$ cat config.mk
export PLATFORM = sky130hd
export DESIGN_NAME = rtc_bus_master_flat
export DESIGN_NICKNAME = d
export VERILOG_FILES = /design/src/rtl/rtc_bus_master_if.sv /design/src/rtl/rtc_bus_master.sv /design/src/flat_wrapper.sv
export SDC_FILE = /design/constraint.sdc
export NUM_CORES = 1
export LEC_CHECK = 0
export ABC_AREA = 1
export CAP_MARGIN = 25
export CELL_PAD_IN_SITES_DETAIL_PLACEMENT = 1
export CELL_PAD_IN_SITES_GLOBAL_PLACEMENT = 2
export CORE_MARGIN = 2
export CORE_UTILIZATION = 26
export CTS_CLUSTER_DIAMETER = 50
export CTS_CLUSTER_SIZE = 25
export DETAILED_ROUTE_END_ITERATION = 10
export GPL_TIMING_DRIVEN = 1
export PLACE_DENSITY_LB_ADDON = 0.1
export SYNTH_ARGS = -nofsm -noshare
export SYNTH_HDL_FRONTEND = slang
export SYNTH_SLANG_ARGS = --single-unit
$ cat constraint.sdc
create_clock -name clk -period 5.1 [get_ports clk]
set_clock_uncertainty 0.2 [all_clocks]
set_input_delay 1.02 -clock clk [delete_from_list [all_inputs] [get_ports clk]]
set_output_delay 1.02 -clock clk [all_outputs]
set_load 0.05 [all_outputs]
$ cat src/rtl/rtc_bus_master_if.sv
// Requestor and multiplexed RTC bus signals seen by rtc_bus_master.
// The master modport is the engine; the slave modport is the requestor/bus side.
interface rtc_bus_master_if #(
    parameter int NUM_CH = 3,
    parameter int DW     = 8,
    parameter int CHW    = (NUM_CH > 1) ? $clog2(NUM_CH) : 1
);
    logic [NUM_CH-1:0]    req;
    logic [NUM_CH-1:0]    req_we;
    logic [NUM_CH*DW-1:0] req_addr;
    logic [NUM_CH*DW-1:0] req_wdata;
    logic [NUM_CH-1:0]    done;
    logic [DW-1:0]        rd_data;
    logic                 rd_valid;
    logic [CHW-1:0]       rd_ch;
    logic                 busy;
    logic                 cs_n;
    logic                 rd_n;
    logic                 wr_n;
    logic                 ad_sel;
    logic [DW-1:0]        ad_out;
    logic                 ad_oe;
    logic [DW-1:0]        ad_in;

    modport master (
        input  req, req_we, req_addr, req_wdata, ad_in,
        output done, rd_data, rd_valid, rd_ch, busy,
               cs_n, rd_n, wr_n, ad_sel, ad_out, ad_oe
    );

    modport slave (
        output req, req_we, req_addr, req_wdata, ad_in,
        input  done, rd_data, rd_valid, rd_ch, busy,
               cs_n, rd_n, wr_n, ad_sel, ad_out, ad_oe
    );
endinterface

$ cat src/rtl/rtc_bus_master.sv
// Multi-requestor transaction engine for the RTC multiplexed address/data bus.
// One grant per transaction: ADDR, GAP, DATA phases, then a TURN gap before done.
module rtc_bus_master #(
    parameter int NUM_CH    = 3,
    parameter int ARB_MODE  = 0,
    parameter int PHASE_CYC = 10,
    parameter int TURN_CYC  = 4,
    parameter int DW        = 8
) (
    input  logic             clk,
    input  logic             Reset,
    rtc_bus_master_if.master bus
);
    localparam int CHW  = (NUM_CH > 1) ? $clog2(NUM_CH) : 1;
    localparam int MAXC = (PHASE_CYC > TURN_CYC) ? PHASE_CYC : TURN_CYC;
    localparam int CW   = (MAXC > 1) ? $clog2(MAXC) : 1;
    localparam logic [CW-1:0] PH_LAST = CW'(PHASE_CYC - 1);
    localparam logic [CW-1:0] TU_LAST = CW'(TURN_CYC - 1);

    typedef enum logic [2:0] {IDLE, ADDR, GAP, DATA, TURN} state_e;

    state_e         state_q;
    logic [CW-1:0]  cnt_q;
    logic [CHW-1:0] ptr_q;
    logic [CHW-1:0] ch_q;
    logic           we_q;
    logic [DW-1:0]  wdata_q;
    logic [DW-1:0]  cap_q;

    logic              cs_n_q, rd_n_q, wr_n_q, ad_sel_q, ad_oe_q;
    logic [DW-1:0]     ad_out_q;
    logic [NUM_CH-1:0] done_q;
    logic [DW-1:0]     rd_data_q;
    logic              rd_valid_q;
    logic [CHW-1:0]    rd_ch_q;
    logic              busy_q;

    int             arb_idx;
    logic           gnt_vld_d;
    logic [CHW-1:0] gnt_ch_d;
    logic [CHW-1:0] ptr_nxt_d;
    logic           gnt_we_d;
    logic [DW-1:0]  gnt_addr_d;
    logic [DW-1:0]  gnt_wdata_d;
    logic           fin_d;
    logic [DW-1:0]  fin_rdata_d;

    // Fixed priority scans from 0; round robin scans from the pointer, wrapping.
    always_comb begin
        gnt_vld_d   = 1'b0;
        gnt_ch_d    = '0;
        ptr_nxt_d   = '0;
        gnt_we_d    = 1'b0;
        gnt_addr_d  = '0;
        gnt_wdata_d = '0;
        arb_idx     = 0;
        for (int k = 0; k < NUM_CH; k++) begin
            arb_idx = (ARB_MODE == 1) ? (int'(ptr_q) + k) % NUM_CH : k;
            if (!gnt_vld_d && bus.req[arb_idx]) begin
                gnt_vld_d   = 1'b1;
                gnt_ch_d    = CHW'(arb_idx);
                ptr_nxt_d   = CHW'((arb_idx + 1) % NUM_CH);
                gnt_we_d    = bus.req_we[arb_idx];
                gnt_addr_d  = bus.req_addr[arb_idx*DW +: DW];
                gnt_wdata_d = bus.req_wdata[arb_idx*DW +: DW];
            end
        end
    end

    // Completion is registered so it lands on the last TURN cycle; with a
    // one-cycle TURN the captured sample is taken straight from the bus.
    assign fin_d = ((TURN_CYC == 1) && (state_q == DATA) && (cnt_q == '0)) ||
                   ((TURN_CYC > 1) && (state_q == TURN) && (cnt_q == CW'(1)));
    assign fin_rdata_d = (state_q == DATA) ? bus.ad_in : cap_q;

    always_ff @(posedge clk) begin
        if (state_q == IDLE && gnt_vld_d) wdata_q <= gnt_wdata_d;
        if (state_q == DATA && cnt_q == '0) cap_q <= bus.ad_in;
    end

    always_ff @(posedge clk) begin
        if (Reset) begin
            state_q    <= IDLE;
            cnt_q      <= '0;
            ptr_q      <= '0;
            ch_q       <= '0;
            we_q       <= 1'b0;
            cs_n_q     <= 1'b1;
            rd_n_q     <= 1'b1;
            wr_n_q     <= 1'b1;
            ad_sel_q   <= 1'b0;
            ad_oe_q    <= 1'b0;
            ad_out_q   <= '0;
            done_q     <= '0;
            rd_data_q  <= '0;
            rd_valid_q <= 1'b0;
            rd_ch_q    <= '0;
            busy_q     <= 1'b0;
        end else begin
            done_q     <= '0;
            rd_valid_q <= 1'b0;
            case (state_q)
                IDLE: if (gnt_vld_d) begin
                    state_q  <= ADDR;
                    cnt_q    <= PH_LAST;
                    ch_q     <= gnt_ch_d;
                    we_q     <= gnt_we_d;
                    if (ARB_MODE == 1) ptr_q <= ptr_nxt_d;
                    busy_q   <= 1'b1;
                    cs_n_q   <= 1'b0;
                    wr_n_q   <= 1'b0;
                    rd_n_q   <= 1'b1;
                    ad_sel_q <= 1'b0;
                    ad_oe_q  <= 1'b1;
                    ad_out_q <= gnt_addr_d;
                end
                ADDR: if (cnt_q == '0) begin
                    state_q  <= GAP;
                    cnt_q    <= PH_LAST;
                    cs_n_q   <= 1'b1;
                    wr_n_q   <= 1'b1;
                    ad_sel_q <= 1'b1;
                end else cnt_q <= cnt_q - 1'b1;
                GAP: if (cnt_q == '0) begin
                    state_q <= DATA;
                    cnt_q   <= PH_LAST;
                    cs_n_q  <= 1'b0;
                    if (we_q) begin
                        wr_n_q   <= 1'b0;
                        ad_oe_q  <= 1'b1;
                        ad_out_q <= wdata_q;
                    end else begin
                        rd_n_q  <= 1'b0;
                        ad_oe_q <= 1'b0;
                    end
                end else cnt_q <= cnt_q - 1'b1;
                DATA: if (cnt_q == '0) begin
                    state_q  <= TURN;
                    cnt_q    <= TU_LAST;
                    cs_n_q   <= 1'b1;
                    rd_n_q   <= 1'b1;
                    wr_n_q   <= 1'b1;
                    ad_oe_q  <= 1'b0;
                    ad_sel_q <= 1'b0;
                end else cnt_q <= cnt_q - 1'b1;
                TURN: if (cnt_q == '0) begin
                    state_q <= IDLE;
                    busy_q  <= 1'b0;
                end else cnt_q <= cnt_q - 1'b1;
                default: state_q <= IDLE;
            endcase
            if (fin_d) begin
                done_q <= NUM_CH'(1) << ch_q;
                if (!we_q) begin
                    rd_valid_q <= 1'b1;
                    rd_ch_q    <= ch_q;
                    rd_data_q  <= fin_rdata_d;
                end
            end
        end
    end

    assign bus.cs_n     = cs_n_q;
    assign bus.rd_n     = rd_n_q;
    assign bus.wr_n     = wr_n_q;
    assign bus.ad_sel   = ad_sel_q;
    assign bus.ad_oe    = ad_oe_q;
    assign bus.ad_out   = ad_out_q;
    assign bus.done     = done_q;
    assign bus.rd_data  = rd_data_q;
    assign bus.rd_valid = rd_valid_q;
    assign bus.rd_ch    = rd_ch_q;
    assign bus.busy     = busy_q;
endmodule

$ cat src/flat_wrapper.sv
// flat-port wrapper written by rule: the top's interface ports become plain ports
module rtc_bus_master_flat 
#(
    parameter int NUM_CH    = 3,
    parameter int ARB_MODE  = 0,
    parameter int PHASE_CYC = 10,
    parameter int TURN_CYC  = 4,
    parameter int DW        = 8
)
  (clk, Reset, bus_req, bus_req_we, bus_req_addr, bus_req_wdata, bus_ad_in, bus_done, bus_rd_data, bus_rd_valid, bus_rd_ch, bus_busy, bus_cs_n, bus_rd_n, bus_wr_n, bus_ad_sel, bus_ad_out, bus_ad_oe);
  rtc_bus_master_if #(.NUM_CH(NUM_CH), .DW(DW)) bus_i ();
  input  logic clk;
  input  logic Reset;
  input wire logic [$bits(bus_i.req)-1:0] bus_req;
  input wire logic [$bits(bus_i.req_we)-1:0] bus_req_we;
  input wire logic [$bits(bus_i.req_addr)-1:0] bus_req_addr;
  input wire logic [$bits(bus_i.req_wdata)-1:0] bus_req_wdata;
  input wire logic [$bits(bus_i.ad_in)-1:0] bus_ad_in;
  output wire logic [$bits(bus_i.done)-1:0] bus_done;
  output wire logic [$bits(bus_i.rd_data)-1:0] bus_rd_data;
  output wire logic [$bits(bus_i.rd_valid)-1:0] bus_rd_valid;
  output wire logic [$bits(bus_i.rd_ch)-1:0] bus_rd_ch;
  output wire logic [$bits(bus_i.busy)-1:0] bus_busy;
  output wire logic [$bits(bus_i.cs_n)-1:0] bus_cs_n;
  output wire logic [$bits(bus_i.rd_n)-1:0] bus_rd_n;
  output wire logic [$bits(bus_i.wr_n)-1:0] bus_wr_n;
  output wire logic [$bits(bus_i.ad_sel)-1:0] bus_ad_sel;
  output wire logic [$bits(bus_i.ad_out)-1:0] bus_ad_out;
  output wire logic [$bits(bus_i.ad_oe)-1:0] bus_ad_oe;
  assign bus_i.req = bus_req;
  assign bus_i.req_we = bus_req_we;
  assign bus_i.req_addr = bus_req_addr;
  assign bus_i.req_wdata = bus_req_wdata;
  assign bus_i.ad_in = bus_ad_in;
  assign bus_done = bus_i.done;
  assign bus_rd_data = bus_i.rd_data;
  assign bus_rd_valid = bus_i.rd_valid;
  assign bus_rd_ch = bus_i.rd_ch;
  assign bus_busy = bus_i.busy;
  assign bus_cs_n = bus_i.cs_n;
  assign bus_rd_n = bus_i.rd_n;
  assign bus_wr_n = bus_i.wr_n;
  assign bus_ad_sel = bus_i.ad_sel;
  assign bus_ad_out = bus_i.ad_out;
  assign bus_ad_oe = bus_i.ad_oe;
  rtc_bus_master #(.NUM_CH(NUM_CH), .ARB_MODE(ARB_MODE), .PHASE_CYC(PHASE_CYC), .TURN_CYC(TURN_CYC), .DW(DW)) u_core (.clk(clk), .Reset(Reset), .bus(bus_i));
endmodule
======== Yosys cells after proc, flatten, opt, wreduce, memory -nomap -nowiden ========
Index checks and enable logic that the tools add are counted.
cells by class
  shifts and indexed selects .............. 1
  reduce and logical (&&, ||, !) cells .... 29
  add/subtract/negate cells ............... 1
  bitwise operators ....................... 2
  equality and inequality tests ........... 14
  multiplexer cells ....................... 47
operator list
  operator             number
  $mux 8               10
  $mux 1               18
  $mux 4               4
  $pmux 4 s4           1
  $pmux 8 s2           1
  $reduce_and 4->1     4
  $mux 3               5
  $pmux 1 s3           5
  $pmux 3 s5           1
  $reduce_and 5->1     3
  $ne 2x1->1 const B   5
  $reduce_bool 3->1    3
  $ne 2x2->1 const B   4
  $eq 3x2->1 const B   2
  $reduce_and 3->1     2
  $reduce_or 2->1      3
  $logic_and 1x1->1    5
  $eq 4x1->1 const B   1
  $logic_not 4->1      1
  $reduce_and 2->1     2
  $reduce_bool 2->1    2
  $reduce_bool 4->1    1
  $sub 4x1->4 const B  1
  $eq 3x1->1 const B   1
  7 further kinds      9
storage, ports and cells
  output and inout bits ................... 28
  word-level logic and storage cells ...... 111
  bits of input ports ..................... 64
  flip-flop bits (word level) ............. 54

======== Depth between registers and ports, before layout ========
Gate-level depths: netlist of run 1.
  depth after elaboration ................. 9
  gate-level depth with buffers ........... 11
  gate-level depth less buffers ........... 11

======== Worst setup path after synthesis of run 1 ========
No wires, ideal clock.
  path kind ............................... input to register
  start point ............................. input bus_req[0]
  end point ............................... register u_core.wdata_q[0], enable pin
  data arrival time ....................... 1.775 ns
  data required time ...................... 4.527 ns
  library setup time ...................... 0.373 ns
  buffers on the path ..................... 1
  stages on the path ...................... 5
  setup slack ............................. 2.752 ns
  path through ............................ buf_2 nor2_4 nand2_2 inv_1 nor2_1
on the way
  longest elaborated chain between the ends .. 8
ends and longest elaborated chain
  element                 RTL line              source
  start: declaration      flat_wrapper.sv:14    input wire logic [$bits(bus_i.req)-1:0] bus_req;
  $mux 1 (*)              rtc_bus_master.sv:59  if (!gnt_vld_d && bus.req[arb_idx]) begin
  $logic_not 1->1         rtc_bus_master.sv:59
  $logic_and 1x1->1       rtc_bus_master.sv:59
  $mux 1 (*)              rtc_bus_master.sv:59
  $logic_not 1->1         rtc_bus_master.sv:59
  $logic_and 1x1->1       rtc_bus_master.sv:59
  $mux 1 (*)              rtc_bus_master.sv:59
  $logic_and 1x1->1 (*)   rtc_bus_master.sv:77  if (state_q == IDLE && gnt_vld_d) wdata_q <= gnt_wdata_d;
  end signal: assignment  rtc_bus_master.sv:77
  end: declaration        rtc_bus_master.sv:27  logic [DW-1:0] wdata_q;
Mark *: on every way between the ends. The rest lies on a longest branch, timed or not.
A chain may end at the register's enable or synchronous reset.

======== Worst setup path in the final report of run 1 ========
  start point ............................. input bus_req[0]
  end point ............................... register u_core.ad_out_q[7], in the netlist u_core.bus.ad_out[7]
on the way
  longest elaborated chain between the ends .. 9
  elaborated cells between the ends (all ways) .. 14
  classes of those cells .................. eq/ne: 1; mux: 8; reduce/logical: 5
ends and longest elaborated chain
  element                                                   RTL line               source
  $mux 1                                                    rtc_bus_master.sv:59
  $logic_not 1->1                                           rtc_bus_master.sv:59
  $logic_and 1x1->1                                         rtc_bus_master.sv:59
  $mux 1                                                    rtc_bus_master.sv:59
  $logic_not 1->1                                           rtc_bus_master.sv:59
  $logic_and 1x1->1                                         rtc_bus_master.sv:59
  $mux 1 or $mux 8 (tied branches)                          rtc_bus_master.sv:59
  $ne 2x1->1 (no line) or $mux 8 (tied branches)            n/a
  $reduce_and 4->1 (no line) or $pmux 8 s2 (tied branches)  n/a
  end signal: assignment                                    rtc_bus_master.sv:115  ad_out_q <= gnt_addr_d;
  end signal: assignment                                    rtc_bus_master.sv:131  ad_out_q <= wdata_q;
  end: declaration                                          rtc_bus_master.sv:31   logic [DW-1:0] ad_out_q;
Parallel ways exist; a longest one is shown, timed or not. The select of a mux whose other input is x is not followed.

==> impl_metrics.tcl, run 1 <==
set metrics [dict create \
    finalHoldViolations 0 \
    cts_buffer_depth 2 \
    fin_area_mm2 0.00391 \
    syn_area_per_cell_um2 7.04 \
    insertion_delay_ns 0.31 \
    ctsHoldBuffers 0 \
    critical_path_class "in2reg" \
    drv_slew 0 \
    clk_pin_slew_ns 0.11 \
    p_leak_uw 0.00169 \
    clockRootBuffer "clkbuf_8" \
    synthCells 395 \
    syn-num-nets 461 \
    drv_cap 0 \
    layout-drive-gt1-share 0.0845 \
    setup_viol 0 \
    post-dp-hpwl_um 6590 \
    period_minus_slack_ns 2.88 \
    layout.nets 550 \
    core_mm2 0.0104 \
    die_x_um 107 \
    ys_types 30 \
    syn_area_mm2 0.00278 \
    cts_setup_buffers 0 \
    arrival_ns 2.88 \
    ir_drop_mv 0.222 \
    antenna_found_initial 0 \
    cp-start-kind "input pin" \
    crit_required_ns 5.10 \
    outcome "finished clean" \
    grt_pass1_wl_um 14300 \
    grt_usage 0.158 \
    worst_slew_pin_slew_ns 0.821 \
    mostFrequentLayoutCell "nand2_1" \
    initial_core_util 0.268 \
    holdCritPathClass "reg2reg" \
    multi_input_area_mm2 0.00131 \
    synth-seq-cells 54 \
    antennaDiodeCount 0 \
    cts_made_buffers 5 \
    rsz0062_at_grt "no" \
    max-slew-margin-rel 0.452 \
    port-buffer-count 91 \
    n_fill_cell 1354 \
    r2r_start "u_core.state_q[0]" \
    overflow 0 \
    register_area_mm2 0.00124 \
    synth_seq_area_share 0.446 \
    ant_nets 0 \
    cp_max_fo 19 \
    drcViolationCount 0 \
    drt_wl_total_um 8620 \
    post_cts_resized 0 \
    wl_per_cell_um 13.9 \
    final_cell_mix "122 x nand2_1, 91 x clkdlybuf4s50_1, 74 x nor2_1" \
    drt_iter0_markers 102 \
    syn_to_final_growth_pct 40.5 \
    vias_per_cell 4.36 \
    placed_area_mm2 0.00379 \
    cts_tree "built" \
    cts_max_level 2 \
    routabilityCongestion 0.780 \
    min_from "u_core.bus.wr_n" \
    yosys_warnings 0 \
    grt_pass1_vias 2849 \
    num_vias 2709 \
    end_kind "flop" \
    tns_ns 0 \
    fp-row-count 37 \
    ios 92 \
    p_per_area_mw_per_mm2 469 \
    dieArea_mm2 0.0115 \
    crit_start "bus_req[0]" \
    fmax_mhz 347 \
    fin_crit_sh 0.565 \
    cts.sinks 54 \
    grt_max_degree 26 \
    drt_first_pass_iters 4 \
    die_h_um 107 \
]
-- registers in the layout (all words and copies together), names as in the netlist, 2 cells and up --
register,cells
u_core.bus.ad_out,8
u_core.bus.rd_data,8
u_core.cap_q,8
u_core.wdata_q,8
u_core.cnt_q,4
u_core.bus.done,3
u_core.state_q,3
u_core.bus.rd_ch,2
u_core.ch_q,2
-- worst max-delay path, stage by stage --
cell and delay, ns:
clkdlybuf4s50_1 0.45, buf_4 0.24, inv_1 0.06, nand2_1 0.06, clkinv_1 0.47, nand2_1 0.22, nand2_1 0.07, nor2_1 0.10
nor2_1 0.05, nor2_1 0.09, nor2_1 0.04
-- cells by family after synthesis --
family	Yosys count	share of synthesized area
AND/OR/NAND/NOR	245	0.380
adder cells (fa/ha/maj)	2	0.00900
AO/OA/AOI/OAI	45	0.0828
flip-flops	54	0.446
buffers and inverters	49	0.0815
-- Yosys cell counts --
cell type	instances	area [um2]
inv_2	9	33.8
nand3b_1	1	7.51
nand2_4	2	22.5
buf_2	3	15.0
inv_1	26	97.6
o21ai_1	18	90.1
clkbuf_1	3	11.3
nor2_4	3	33.8
clkinv_1	2	7.51
nand2_2	9	56.3
clkinv_2	1	5.00
nor2_2	5	31.3
and2_1	1	6.26
nand2_1	122	458
a31oi_1	1	6.26
nand4_1	2	12.5
nand3_1	21	105
and3_1	1	6.26
a21oi_1	12	60.1
nor4_1	1	6.26
buf_6	5	56.3
nor2_1	74	278
ha_1	2	25.0
o21ai_2	1	8.76
o21ai_0	13	65.1
nand3_4	1	17.5
dfxtp_1	38	761
nand3_2	1	10.0
or2_1	1	6.26
edfxtp_1	16	480
-- per-stage QoR --
stage | utilization | setup slack, ns | instances | total power (uW) | hold WS (ns)
floorplan | - | 2.75 | 395 | 1270 | 0.226
global placement | 0.366 | 1.93 | 613 | 1550 | 0.235
detailed placement | 0.366 | 1.87 | 613 | 1560 | 0.240
CTS | 0.377 | 2.20 | 621 | 1860 | 0.269
global route | 0.377 | 1.91 | 621 | 1980 | 0.294
finish | 0.377 | 2.22 | 621 | 1830 | 0.263
-- per-layer routing --
| layer | track usage | vias up | wire length [um] |
|---|---|---|---|
| met1 | 0.209 | 1220 | 4150 |
| met3 | 0.0345 | 7 | 461 |
| met5 | 0 | - | 0 |
| li1 | - | 1419 | - |
| met2 | 0.265 | 63 | 3930 |
| met4 | 0.0311 | 0 | 81 |
-- power by group --
group,leakage [uW],switching (uW),internal [uW]
combinational,0.00117,589,302
sequential,0.000463,76.3,567
clock,0.0000562,152,147
total,0.00169,817,1020
-- cell type report --
cell class | count | share of cell area
Inverter | 38 | 0.0368
Timing Repair Buffer | 93 | 0.237
Clock inverter | 3 | 0.0109
Multi-Input combinational cell | 292 | 0.336
Tap cell | 136 | 0.0436
Sequential cell | 54 | 0.318
Clock buffer | 5 | 0.0176
-- path summary, 6_finish.rpt --
check,end,slack [ns],cells after the start
setup / recovery,u_core.bus.ad_out[7],2.22,11
hold / removal,u_core.bus.wr_n,0.26,2
setup reg to reg,u_core.cap_q[0],3.04,4
hold reg to reg,u_core.bus.wr_n,0.26,2
Power figures use the tool's default switching activity.
==> inputs of run 2 (changes only) <==
--- a/config.mk
+++ b/config.mk
@@ -10,7 +10,7 @@
 export CELL_PAD_IN_SITES_DETAIL_PLACEMENT = 1
 export CELL_PAD_IN_SITES_GLOBAL_PLACEMENT = 2
 export CORE_MARGIN = 2
-export CORE_UTILIZATION = 26
+export CORE_UTILIZATION = 24
 export CTS_CLUSTER_DIAMETER = 50
 export CTS_CLUSTER_SIZE = 25
 export DETAILED_ROUTE_END_ITERATION = 10
==> constraint.sdc (replaced) <==
create_clock -name clk -period 2.7 [get_ports clk]
set_clock_uncertainty 0.2 [all_clocks]
set_input_delay 0.54 -clock clk [delete_from_list [all_inputs] [get_ports clk]]
set_output_delay 0.54 -clock clk [all_outputs]
set_load 0.05 [all_outputs]
==> run 2 against run 1 <==
Net effect:
- sequential cell count did not move
- worst hold slack worse by 0.0049 ns
- clock power is 130% higher
- highest routed layer unchanged
==> impl_metrics.tcl, run 2 (same netlist as run 1, synthesis figures left out) <==
set metrics [dict create \
    outcome "finished clean" \
    crit_buf_inv 1 \
    critical_path_class "reg2out" \
    final_cell_mix "122 x nand2_1, 91 x clkdlybuf4s50_1, 74 x nor2_1" \
    cp-start-kind "flop" \
    setup_viol 0 \
    wl_per_cell_um 13.5 \
    drt_iter0_markers 105 \
    mostFrequentLayoutCell "nand2_1" \
    holdPathEnd "u_core.bus.wr_n" \
    layout-drive-gt1-share 0.0939 \
    layout.nets 555 \
    ios 92 \
    n_fill_cell 1427 \
    grt_usage 0.137 \
    cts_buffer_depth 2 \
    cp_max_fo 2 \
    crit_required_ns 1.96 \
    cts.sinks 54 \
    clockRootBuffer "clkbuf_16" \
    reg2reg_slack_ns 0.62 \
    m1WireLength_um 4030 \
    hold_path_depth 2 \
    core_mm2 0.0114 \
    fp-row-count 39 \
    finalHoldViolations 0 \
    layout_setup_ws_ns 0.472 \
    drv_cap 0 \
    critPathMaxStageDelay_ns 0.85 \
    cts_max_level 2 \
    p_per_area_mw_per_mm2 908 \
    r2r-end "u_core.cap_q[5]" \
    antennaDiodeCount 0 \
    end_kind "output port" \
    clk_pin_slew_ns 0.07 \
    syn_to_final_growth_pct 43.9 \
    place_ws_ns 0.350 \
    ir_drop_mv 0.307 \
    dieArea_mm2 0.0125 \
    routed.top_layer "met4" \
    combPwrFrac 0.478 \
    p_leak_uw 0.00173 \
    cts_setup_buffers 0 \
    r2r_start "u_core.cnt_q[0]" \
    arrival_ns 1.49 \
    post_cts_resized 0 \
    cts_tree "built" \
    rsz0062_at_grt "no" \
    grt_pass1_vias 2807 \
    vias_per_cell 4.30 \
    worst_slew_pin_slew_ns 0.605 \
    ant_nets 0 \
    max-slew-margin-rel 0.596 \
    overflow 0 \
    die_h_um 112 \
    switching_power_uw 1570 \
    cts_made_buffers 5 \
    r2r_cells 6 \
    drcViolationCount 0 \
    cp_cell_sequence "clkdlybuf4s50_1" \
    die_x_um 112 \
    drt_first_pass_iters 4 \
    switching_share 0.431 \
    path_delay_family "buffers and inverters" \
    clock_power_share 0.192 \
    crit_path_top_delay_cell "clkdlybuf4s50_1" \
    num_vias 2722 \
    antenna_found_initial 0 \
    initial_core_util 0.245 \
    ctsHoldBuffers 0 \
    drv_slew 0 \
    period_minus_slack_ns 2.23 \
    routabilityCongestion 0.772 \
    met2WireLength_um 4060 \
    min_from "u_core.bus.wr_n" \
    grt_pass1_wl_um 13700 \
    p_int_uw 2070 \
    port-buffer-count 91 \
    fin_crit_sh 0.825 \
    fmax_mhz 449 \
    insertion_delay_ns 0.29 \
    pwr-share-seq 0.330 \
    holdCritPathClass "reg2reg" \
    drt_wl_total_um 8530 \
    tns_ns 0 \
    wl_met3_um 350 \
    grt_max_degree 22 \
    post-dp-hpwl_um 6730 \
]
-- run 2: per-layer routing --
| layer | vias to the layer above | global-route usage |
|---|---|---|
| met3 | 6 | 0.0245 |
| li1 | 1429 | - |
| met5 | - | 0 |
| met4 | 0 | 0.0321 |
| met1 | 1220 | 0.179 |
| met2 | 67 | 0.236 |
-- run 2: power by group through the flow --
| stage | combinational [uW] | clock (uW) | sequential [uW] |
|---|---|---|---|
| after floorplan | 869 | 0 | 1520 |
| after global placement | 1750 | 0 | 1220 |
| after detailed placement | 1760 | 0 | 1220 |
| after CTS | 1760 | 734 | 1200 |
| after global routing | 1930 | 763 | 1230 |
| final | 1740 | 697 | 1200 |
-- run 2: layout make-up --
| cell class | count | area (um2) | share of cell area |
|---|---|---|---|
| clock inverter | 1 | 7.51 | 0.00188 |
| clock buffer | 7 | 154 | 0.0385 |
| inverter | 38 | 144 | 0.0360 |
| timing repair buffer | 98 | 963 | 0.241 |
| sequential | 54 | 1240 | 0.310 |
| multi-input combinational | 292 | 1310 | 0.328 |
| tap | 143 | 179 | 0.0447 |
-- run 2: worst max-delay path by stage --
stage	from	to	slack [ns]	cells after the start
4_1_cts	u_core.bus.ad_out[7]	bus_ad_out[7]	0.46	1
3_3_place_gp	bus_req[0]	u_core.bus.ad_out[7]	0.38	11
5_1_grt	u_core.bus.ad_out[7]	bus_ad_out[7]	0.42	1
6_report	u_core.bus.ad_out[7]	bus_ad_out[7]	0.47	1
2_1_floorplan	bus_req[0]	u_core.wdata_q[0]	0.83	5
3_5_place_dp	bus_req[0]	u_core.bus.ad_out[7]	0.35	11
-- run 2: stage by stage --
stage                     total power, uW  area, um2  hold slack, ns  utilization  std cells
after floorplan                      2390       2780           0.226            -        395
after global placement               2970       3840           0.239        0.338        625
after detailed placement             2970       3840           0.249        0.338        625
after CTS                            3700       4000           0.265        0.352        633
after global routing                 3920       4000           0.300        0.352        633
final                                3630       4000           0.258        0.352        633
